**config.mk**
```make
export PLATFORM = sky130hd
export DESIGN_NAME = ps2_host_tx_flat
export DESIGN_NICKNAME = d
export VERILOG_FILES = /design/src/rtl/ps2_host_tx_if.sv /design/src/rtl/ps2_host_tx.sv /design/src/flat_wrapper.sv
export SDC_FILE = /design/constraint.sdc
export NUM_CORES = 1
export LEC_CHECK = 0
export ABC_AREA = 1
export ABC_CLOCK_PERIOD_IN_PS = 4700
export CAP_MARGIN = 20
export CORE_MARGIN = 5
export CORE_UTILIZATION = 24
export DETAILED_ROUTE_END_ITERATION = 16
export GPL_TIMING_DRIVEN = 0
export REMOVE_ABC_BUFFERS = 1
export SKIP_CTS_REPAIR_TIMING = 1
export SLEW_MARGIN = 20
export SYNTH_ARGS = -nofsm -noshare
export SYNTH_HDL_FRONTEND = slang
export SYNTH_SLANG_ARGS = --single-unit
```
**constraint.sdc**
```tcl
create_clock -name clk -period 4.7 [get_ports clk]
set_input_delay 1.41 -clock clk [delete_from_list [all_inputs] [get_ports clk]]
set_output_delay 1.41 -clock clk [all_outputs]
set_load 0.1 [all_outputs]
```
**src/rtl/ps2_host_tx_if.sv**
```systemverilog
// Command handshake and transaction result bundle between a command source and ps2_host_tx.
// The master side offers a byte with valid/ready and observes busy, done and status.
interface ps2_host_tx_if;
   logic [7:0] tx_data;
   logic       tx_valid;
   logic       tx_ready;
   logic       busy;
   logic       done;
   logic [1:0] status;

   modport master (output tx_data, tx_valid, input tx_ready, busy, done, status);
   modport slave  (input tx_data, tx_valid, output tx_ready, busy, done, status);
endinterface

```
**src/rtl/ps2_host_tx.sv**
```systemverilog
// PS/2 host-to-device byte sender driving open-drain clk/data enables; done pulses once per transaction.
// Accepts one command only in IDLE (tx_ready); device edges are seen 2 sync + FILTER_CYCLES cycles late.
module ps2_host_tx #(
   parameter int INHIBIT_CYCLES      = 10000,
   parameter int REQ_TIMEOUT_CYCLES  = 1500000,
   parameter int XFER_TIMEOUT_CYCLES = 200000,
   parameter int FILTER_CYCLES       = 8
) (
   input  logic           clk,
   input  logic           rst,
   ps2_host_tx_if.slave   tx,
   input  logic           ps2_clk_in,
   input  logic           ps2_data_in,
   output logic           ps2_clk_oe,
   output logic           ps2_data_oe
);
   localparam int MAX_A   = (INHIBIT_CYCLES > REQ_TIMEOUT_CYCLES) ? INHIBIT_CYCLES : REQ_TIMEOUT_CYCLES;
   localparam int CNT_MAX = (MAX_A > XFER_TIMEOUT_CYCLES) ? MAX_A : XFER_TIMEOUT_CYCLES;
   localparam int CW      = $clog2(CNT_MAX + 1);
   localparam int FW      = $clog2(FILTER_CYCLES + 1);

   localparam logic [2:0] S_IDLE      = 3'd0;
   localparam logic [2:0] S_INHIBIT   = 3'd1;
   localparam logic [2:0] S_REQ       = 3'd2;
   localparam logic [2:0] S_SHIFT     = 3'd3;
   localparam logic [2:0] S_WAIT_IDLE = 3'd4;
   localparam logic [2:0] S_FIN       = 3'd5;

   // Index 0 is ps2_clk, index 1 is ps2_data.
   logic [1:0]    sync1, sync2, filt;
   logic [FW-1:0] fcnt [2];
   logic          clk_prev;
   logic          fall;

   always_ff @(posedge clk or negedge rst) begin
      if (!rst) begin
         sync1    <= 2'b11;
         sync2    <= 2'b11;
         filt     <= 2'b11;
         fcnt[0]  <= '0;
         fcnt[1]  <= '0;
         clk_prev <= 1'b1;
      end else begin
         sync1    <= {ps2_data_in, ps2_clk_in};
         sync2    <= sync1;
         clk_prev <= filt[0];
         for (int i = 0; i < 2; i++) begin
            if (sync2[i] == filt[i]) begin
               fcnt[i] <= '0;
            end else if (fcnt[i] == FW'(FILTER_CYCLES - 1)) begin
               filt[i] <= sync2[i];
               fcnt[i] <= '0;
            end else begin
               fcnt[i] <= fcnt[i] + 1'b1;
            end
         end
      end
   end

   assign fall = clk_prev & ~filt[0];

   logic [2:0]    state;
   logic [CW-1:0] cnt;
   logic [8:0]    sh;
   logic [3:0]    edges;
   logic          nack;
   logic [1:0]    status_q;
   logic          fin;
   logic [1:0]    fin_st;

   // A qualifying edge always takes precedence over a timeout expiring in the same cycle.
   always_comb begin
      fin    = 1'b0;
      fin_st = 2'b00;
      case (state)
         S_REQ: if (!fall && cnt >= CW'(REQ_TIMEOUT_CYCLES - 1)) begin
            fin    = 1'b1;
            fin_st = 2'b01;
         end
         S_SHIFT: if (!fall && cnt >= CW'(XFER_TIMEOUT_CYCLES - 1)) begin
            fin    = 1'b1;
            fin_st = 2'b10;
         end
         S_WAIT_IDLE: if (filt[0] && filt[1]) begin
            fin    = 1'b1;
            fin_st = {nack, nack};
         end else if (cnt >= CW'(XFER_TIMEOUT_CYCLES - 1)) begin
            fin    = 1'b1;
            fin_st = 2'b10;
         end
         default: ;
      endcase
   end

   always_ff @(posedge clk or negedge rst) begin
      if (!rst) begin
         state       <= S_IDLE;
         cnt         <= '0;
         sh          <= '0;
         edges       <= '0;
         nack        <= 1'b0;
         status_q    <= 2'b00;
         ps2_clk_oe  <= 1'b0;
         ps2_data_oe <= 1'b0;
      end else begin
         case (state)
            S_IDLE: if (tx.tx_valid) begin
               sh          <= {~^tx.tx_data, tx.tx_data};
               cnt         <= '0;
               edges       <= '0;
               nack        <= 1'b0;
               ps2_clk_oe  <= 1'b1;
               ps2_data_oe <= (INHIBIT_CYCLES == 1);
               state       <= S_INHIBIT;
            end
            S_INHIBIT: begin
               cnt <= cnt + 1'b1;
               if (cnt == CW'(INHIBIT_CYCLES - 2))
                  ps2_data_oe <= 1'b1;
               if (cnt == CW'(INHIBIT_CYCLES - 1)) begin
                  ps2_clk_oe  <= 1'b0;
                  ps2_data_oe <= 1'b1;
                  cnt         <= '0;
                  state       <= S_REQ;
               end
            end
            S_REQ: if (fall) begin
               ps2_data_oe <= ~sh[0];
               sh          <= sh >> 1;
               edges       <= 4'd1;
               cnt         <= '0;
               state       <= S_SHIFT;
            end else begin
               cnt <= cnt + 1'b1;
            end
            S_SHIFT: begin
               cnt <= cnt + 1'b1;
               if (fall) begin
                  edges <= edges + 1'b1;
                  // edges holds the count before this edge: 1..8 -> data bits 1..7 and parity
                  if (edges < 4'd9) begin
                     ps2_data_oe <= ~sh[0];
                     sh          <= sh >> 1;
                  end else if (edges == 4'd9) begin
                     ps2_data_oe <= 1'b0;
                  end else begin
                     nack  <= filt[1];
                     state <= S_WAIT_IDLE;
                  end
               end
            end
            S_WAIT_IDLE: cnt <= cnt + 1'b1;
            S_FIN:       state <= S_IDLE;
            default:     state <= S_IDLE;
         endcase
         if (fin) begin
            state       <= S_FIN;
            status_q    <= fin_st;
            ps2_clk_oe  <= 1'b0;
            ps2_data_oe <= 1'b0;
         end
      end
   end

   assign tx.tx_ready = (state == S_IDLE);
   assign tx.busy     = (state == S_INHIBIT) || (state == S_REQ) ||
                        (state == S_SHIFT) || (state == S_WAIT_IDLE);
   assign tx.done     = (state == S_FIN);
   assign tx.status   = status_q;
endmodule

```
**src/flat_wrapper.sv**
```systemverilog
// flat-port wrapper written by rule: the top's interface ports become plain ports
module ps2_host_tx_flat 
#(
   parameter int INHIBIT_CYCLES      = 10000,
   parameter int REQ_TIMEOUT_CYCLES  = 1500000,
   parameter int XFER_TIMEOUT_CYCLES = 200000,
   parameter int FILTER_CYCLES       = 8
)
  (clk, rst, ps2_clk_in, ps2_data_in, ps2_clk_oe, ps2_data_oe, tx_tx_data, tx_tx_valid, tx_tx_ready, tx_busy, tx_done, tx_status);
  ps2_host_tx_if tx_i ();
  input  logic clk;
  input  logic rst;
  input  logic ps2_clk_in;
  input  logic ps2_data_in;
  output logic ps2_clk_oe;
  output logic ps2_data_oe;
  input wire logic [$bits(tx_i.tx_data)-1:0] tx_tx_data;
  input wire logic [$bits(tx_i.tx_valid)-1:0] tx_tx_valid;
  output wire logic [$bits(tx_i.tx_ready)-1:0] tx_tx_ready;
  output wire logic [$bits(tx_i.busy)-1:0] tx_busy;
  output wire logic [$bits(tx_i.done)-1:0] tx_done;
  output wire logic [$bits(tx_i.status)-1:0] tx_status;
  assign tx_i.tx_data = tx_tx_data;
  assign tx_i.tx_valid = tx_tx_valid;
  assign tx_tx_ready = tx_i.tx_ready;
  assign tx_busy = tx_i.busy;
  assign tx_done = tx_i.done;
  assign tx_status = tx_i.status;
  ps2_host_tx #(.INHIBIT_CYCLES(INHIBIT_CYCLES), .REQ_TIMEOUT_CYCLES(REQ_TIMEOUT_CYCLES), .XFER_TIMEOUT_CYCLES(XFER_TIMEOUT_CYCLES), .FILTER_CYCLES(FILTER_CYCLES)) u_core (.clk(clk), .rst(rst), .tx(tx_i), .ps2_clk_in(ps2_clk_in), .ps2_data_in(ps2_data_in), .ps2_clk_oe(ps2_clk_oe), .ps2_data_oe(ps2_data_oe));
endmodule
```
==> flow_summary.yaml, run 1 <==
critical_path:
  critPathKind: "flip-flop to output port"
  cp_data_arrival_time_ns: 2.85
  cp_data_required_time_ns: 3.29
  critPathMaxFanout: 20
  r2r_cell_count: 10
  regToRegStartpoint: "u_core.state[1]"
  r2r-end: "u_core.cnt[11]"
  critPathCaptureType: "output port"
  worstSetupStartpointType: "flip-flop"
  setup_slack_on_the_worst_flop_to_flop_path_ns: 2.32
timing:
  max_freq_ghz: 0.235
  worst_tran_pin_value_ns: 0.980
  slew-limit-headroom_pct: 34.5
  finalClockSkew_ns: 0.00987
  setup_ws_ns: 0.441
  rsz_0062_raised_after_global_routing: "false"
  finalMaxSlewViolations: 0
  post-route-min-period_ns: 4.26
  holdWs_ns: 0.349
  finalHoldViolCount: 0
  final_min_period_over_clock_period_pct: 90.6
  setup_violations: 0
  setup_total_negative_slack_ns: 0
hold_path:
  worst_hold_path_class: "flip-flop to flip-flop"
  hp-start: "u_core.sync1[0]"
  hold_path_depth: 0
  worstHoldEndpoint: "u_core.sync2[0]"
synthesis:
  postSynthCellCount: 436
  synth_xor_area_share_pct: 4.35
  dominant_combinational_cell_family_by_area_after_synthesis: "simple AND/OR/NAND/NOR gates"
  mappedNetlistArea_sq_um: 3420
  edff_count_synth: 0
  synth_async_sr_flop_share_pct: 100
  yosys-mux-area-fraction_pct: 0.658
  complex_gate_fraction_of_the_synthesized_area_pct: 12.2
  avgSynthCellArea_sq_um: 7.85
  yosys.area_share.simple_pct: 29.3
  yosys.area_share.adder_pct: 2.56
  post_synth_num_cell_types: 43
  post_synthesis_register_bit_count: 57
  synthFlopType: "dfrtp_1"
  yosysWarningCount: 0
  synth_seq_area_share_pct: 41.9
power:
  vdd_drop_max_mv: 0.231
  pwr-share-seq_pct: 26.3
  int_power_mw: 1.52
  switching_share_pct: 44.6
  pwr-share-clk_pct: 28.2
  power.combinational.fraction_pct: 45.5
  switching_power_mw: 1.22
  power.leakage_nw: 1.85
  cellPowerDensity_nw_per_um2: 659
status:
  run_status: "finished, final reports clean"
global_routing:
  global_route.usage.total_pct: 10.1
  antenna_found_initial: 0
  sum_of_overflow_across_all_layers_after_global_routing: 0
  grt_pass1_vias: 2898
  grt_start_max_net_pins: 43
  global_route_wire_length_before_repair_microns: 13800
route:
  antenna_left: 0
  dr.first_iter.drc_count: 312
  routed_wire_length_per_instance_microns: 12.1
  vias: 2918
  drt-total-wl_microns: 7810
  drc_errors: 0
  avgViaCountPerCell: 4.53
  detailedRoute.firstPassIterationCount: 4
job:
  cap_violations: 0
cells_and_area:
  post_route_cells_drive_above_1_share_pct: 13.8
  post-route-cell-area_sq_um: 4150
  antenna_cells: 0
  layout.nets: 479
  area.growth.synth_to_final_pct: 21.4
  layout.filler_cells: 1460
  utilization_pct: 29.8
placement:
  place_area_sq_um: 3800
  worst_slack_placed_ns: 0.381
  hpwl_microns: 5880
  placer_congestion: 0.885
  port_buffers: 19
die:
  dieHeight_microns: 129
  core-area_sq_um: 13900
  row_count: 43
  floorplan.die_area_sq_um: 16700
  initial_core_util_pct: 24.6
  num_io_pins: 20
  die-width_microns: 129
clocking:
  worst_skew_pair.late_latency_ns: 0.33
  cts.path.max_buffers: 2
  cts_tree: "done"
  cts.htree.levels: 3
  cts_made_buffers: 9
  path_clk_slew_ns: 0.06
  numClockSinks: 57
  ctsRootBufferMaster: "clkbuf_16"
-- layout by cell type (no fill, tap or decap), types with 3 or more instances in the layout --
cell,count
nor2_4,3
nand4_1,10
nand2_1,78
o21ai_2,4
clkdlybuf4s50_1,17
dfstp_2,7
nor2_2,4
o211ai_1,11
dfrtp_1,50
nor2_1,59
nor3_1,9
xor2_1,5
inv_2,10
bufinv_16,3
a21oi_1,18
a22oi_1,3
nand2_2,6
o21ai_1,4
xnor2_1,12
ha_1,7
clkbuf_16,9
o21ai_0,18
inv_1,55
nand3_1,27
-- layer usage --
| layer | track usage [%] | vias up | wire [microns] |
|---|---|---|---|
| met5 | 0 | - | 0 |
| met4 | 2.69 | 0 | 72 |
| met3 | 2.84 | 9 | 363 |
| met2 | 15.8 | 61 | 3600 |
| met1 | 13.7 | 1388 | 3780 |
| li1 | - | 1460 | - |
-- how the worst max path moves through the flow --
stage                   end  depth (start not counted)       startpoint  slack, ns
floorplan           tx_busy                          6  u_core.state[1]       1.00
global placement    tx_busy                          7  u_core.state[1]     -0.007
detailed placement  tx_busy                          7  u_core.state[1]       0.38
CTS                 tx_busy                          7  u_core.state[1]      0.008
global route        tx_busy                          7  u_core.state[1]       0.24
finish              tx_busy                          7  u_core.state[1]       0.44
-- layout make-up --
class	count	area, sq um	share of cell area (%)
Clock inverter	7	125	3.01
Sequential cell	57	1440	34.5
Timing Repair Buffer	20	210	5.06
Inverter	67	251	6.05
Clock buffer	9	225	5.42
Multi-Input combinational cell	304	1680	40.5
Tap cell	180	225	5.42
-- state kept, by name, summed over array words and instances (netlist names), 2 cells and up --
name,cells
u_core.edges,4
u_core.sync2,2
u_core.filt,2
u_core.cnt,21
u_core.state,3
u_core.sh,9
u_core.sync1,2
u_core.tx.status,2
u_core.fcnt,8
-- power by group through the flow --
| stage | combinational, mW | sequential [mW] | clock, mW |
|---|---|---|---|
| after global routing | 1.39 | 0.738 | 0.813 |
| final | 1.25 | 0.720 | 0.772 |
| after floorplan | 0.891 | 0.781 | 0 |
| after CTS | 1.26 | 0.721 | 0.791 |
| after global placement | 1.22 | 0.720 | 0 |
| after detailed placement | 1.25 | 0.728 | 0 |
-- cell families (layout without fill, tap and decap cells) --
logic type,after synthesis,in the layout
XOR/XNOR,17,17
flip-flops,57,57
adder cells (fa/ha/maj),7,7
AO/OA/AOI/OAI,67,67
AND/OR/NAND/NOR,211,211
buffers and inverters,75,103
multiplexers,2,2
-- cells in the mapped netlist, types with 3 or more instances --
library cell | count | area (sq um)
o211ai_1 | 11 | 82.6
nand2_2 | 6 | 37.5
o21ai_0 | 18 | 90.1
inv_1 | 55 | 206
nor2_2 | 3 | 18.8
nor2_4 | 3 | 33.8
o21ai_2 | 4 | 35.0
xnor2_1 | 12 | 105
nand3_1 | 27 | 135
dfstp_2 | 7 | 184
buf_2 | 3 | 15.0
dfrtp_1 | 50 | 1250
nand2_1 | 78 | 293
xor2_1 | 5 | 43.8
a21oi_1 | 18 | 90.1
inv_2 | 10 | 37.5
ha_1 | 7 | 87.6
o21ai_1 | 4 | 20.0
nor3_1 | 9 | 45.0
a22oi_1 | 3 | 22.5
nand4_1 | 10 | 62.6
nor2_1 | 60 | 225
-- critical path, cell delays in order (launching register included) --
cell and delay [ns]:
dfrtp_1 0.46, inv_2 0.08, nor2_2 0.59, nand2_2 0.23
inv_2 0.19, nor2_1 0.10, nand2_1 0.12, dlymetal6s2s_1 0.75
-- metrics by stage --
stage	power, mW	instances
6_report	2.74	644
5_1_grt	2.94	644
4_1_cts	2.78	644
3_5_place_dp	1.98	628
3_3_place_gp	1.94	627
2_1_floorplan	1.67	428
(Power assumes the default switching activity.)
==> run 2, diff against run 1 <==
--- a/config.mk
+++ b/config.mk
@@ -11,7 +11,7 @@
 export CORE_MARGIN = 5
 export CORE_UTILIZATION = 24
 export DETAILED_ROUTE_END_ITERATION = 16
-export GPL_TIMING_DRIVEN = 0
+export RECOVER_POWER = 100
 export REMOVE_ABC_BUFFERS = 1
 export SKIP_CTS_REPAIR_TIMING = 1
 export SLEW_MARGIN = 20
==> flow_summary.yaml, run 2 (synthesis gave the netlist of run 1 again) <==
job:
  cap_violations: 0
clocking:
  cts.path.max_buffers: 2
  cts_made_buffers: 9
  path_clk_slew_ns: 0.05
  cts.htree.levels: 3
  cts_tree: "done"
  ctsRootBufferMaster: "clkbuf_16"
  numClockSinks: 57
  worst_skew_pair.late_latency_ns: 0.33
critical_path:
  r2r-end: "u_core.cnt[10]"
  timing.critical_path.buf_inv: 4
  setup_slack_on_the_worst_flop_to_flop_path_ns: 1.63
  cp_data_arrival_time_ns: 2.55
  worstSetupStartpointType: "flip-flop"
  critPathCaptureType: "output port"
  regToRegStartpoint: "u_core.state[1]"
  cp_data_required_time_ns: 3.29
  cpLargestDelayFamily: "buffers and inverters"
  r2r_cell_count: 11
  critical-path-max-stage-delay_ns: 0.67
  critPathMaxFanout: 20
  critical_path_top_delay_cell: "clkbuf_1"
  cp_cell_sequence: "inv_2, nor2_1, clkbuf_1, nand2_2, inv_2, nor2_1, nand2_1, buf_4"
  critPathKind: "flip-flop to output port"
die:
  initial_core_util_pct: 24.6
  core-area_sq_um: 13900
  floorplan.die_area_sq_um: 16700
  dieHeight_microns: 129
  die-width_microns: 129
  num_io_pins: 20
  row_count: 43
cells_and_area:
  finalNonFillerCells: 645
  antenna_cells: 0
  largestRegisters: "u_core.cnt: 21 flops, u_core.sh: 9 flops, u_core.fcnt: 8 flops"
  max_flop_register: "u_core.cnt"
  area.growth.synth_to_final_pct: 17.9
  final_cell_mix: "nand2_1, nor2_1, inv_1"
  most_frequent_standard_cell_in_the_layout_excluding_fill_and_tap_cells: "nand2_1"
  flip_flop_count_of_the_largest_register_after_layout: 21
  utilization_pct: 29.0
  post_route_cells_drive_above_1_share_pct: 10.1
  layout.nets: 480
  post-route-cell-area_sq_um: 4040
placement:
  place_area_sq_um: 3790
  placer_congestion: 0.851
  port_buffers: 19
  placedCellCount: 629
  worst_slack_placed_ns: 1.31
  hpwl_microns: 5950
timing:
  post-route-min-period_ns: 3.96
  slew-limit-headroom_pct: 20.8
  finalMaxSlewViolations: 0
  setup_total_negative_slack_ns: 0
  max_freq_ghz: 0.253
  rsz_0062_raised_after_global_routing: "false"
  worst_tran_pin_value_ns: 1.19
  finalHoldViolCount: 0
  final_min_period_over_clock_period_pct: 84.3
  finalClockSkew_ns: 0.00694
  holdWs_ns: 0.354
  setup_violations: 0
  setup_ws_ns: 0.740
global_routing:
  grt_pass1_vias: 3049
  grt_start_max_net_pins: 37
  global_route_wire_length_before_repair_microns: 14200
  antenna_found_initial: 0
  sum_of_overflow_across_all_layers_after_global_routing: 0
  global_route.usage.total_pct: 10.5
route:
  vias: 2887
  drc_errors: 0
  antenna_left: 0
  avgViaCountPerCell: 4.48
  dr.first_iter.drc_count: 214
  routed_wire_length_per_instance_microns: 12.3
  drt-total-wl_microns: 7940
  detailedRoute.firstPassIterationCount: 4
power:
  totalPowerFinal_mw: 2.57
  cellPowerDensity_nw_per_um2: 637
  vdd_drop_max_mv: 0.182
  power.leakage_nw: 1.78
status:
  run_status: "finished, final reports clean"
hold_path:
  hp-start: "u_core.sync1[0]"
  worst_hold_path_class: "flip-flop to flip-flop"
  hold_path_depth: 0
  worstHoldEndpoint: "u_core.sync2[0]"
## run 2: worst reg2reg max path: cells and delay by family (launching register included)
kind,cells,cell delay (ns)
and+or+nand+nor,5,1.40
DFF,1,0.45
buffers and inverters,4,0.80
AOI/OAI and AO/OA,2,0.30
## run 2: worst max-delay path by stage
stage | endpoint | slack (ns) | from | cells after the start
finish | tx_busy | 0.74 | u_core.state[1] | 8
global route | tx_busy | 0.53 | u_core.state[1] | 8
CTS | tx_tx_ready | 0.96 | u_core.state[0] | 4
detailed placement | tx_tx_ready | 1.31 | u_core.state[0] | 4
global placement | tx_tx_ready | 1.36 | u_core.state[0] | 4
floorplan | tx_busy | 1.00 | u_core.state[1] | 6
## run 2: metal layers
| metal | part of all wire (%) | GRT usage, % |
|---|---|---|
| met3 | 5.1 | 3.30 |
| met5 | 0 | 0 |
| met2 | 47 | 17.0 |
| met4 | 1.9 | 4.22 |
| met1 | 46 | 13.1 |
## run 2: area by class of cell
type	instances	area, sq um
fillers	1504	9900
clock buffers	11	233
multi-input cells	304	1620
clock inverters	5	80.1
inverters	67	251
flip-flops and latches	57	1440
repair buffers	21	193
well taps	180	225
## run 2: power by group
part           switching [mW]  total (mW)  internal, mW  leakage (nW)
Sequential             0.0867       0.713         0.627         0.733
Combinational           0.845        1.17         0.322         0.899
Clock                   0.226       0.689         0.462         0.146
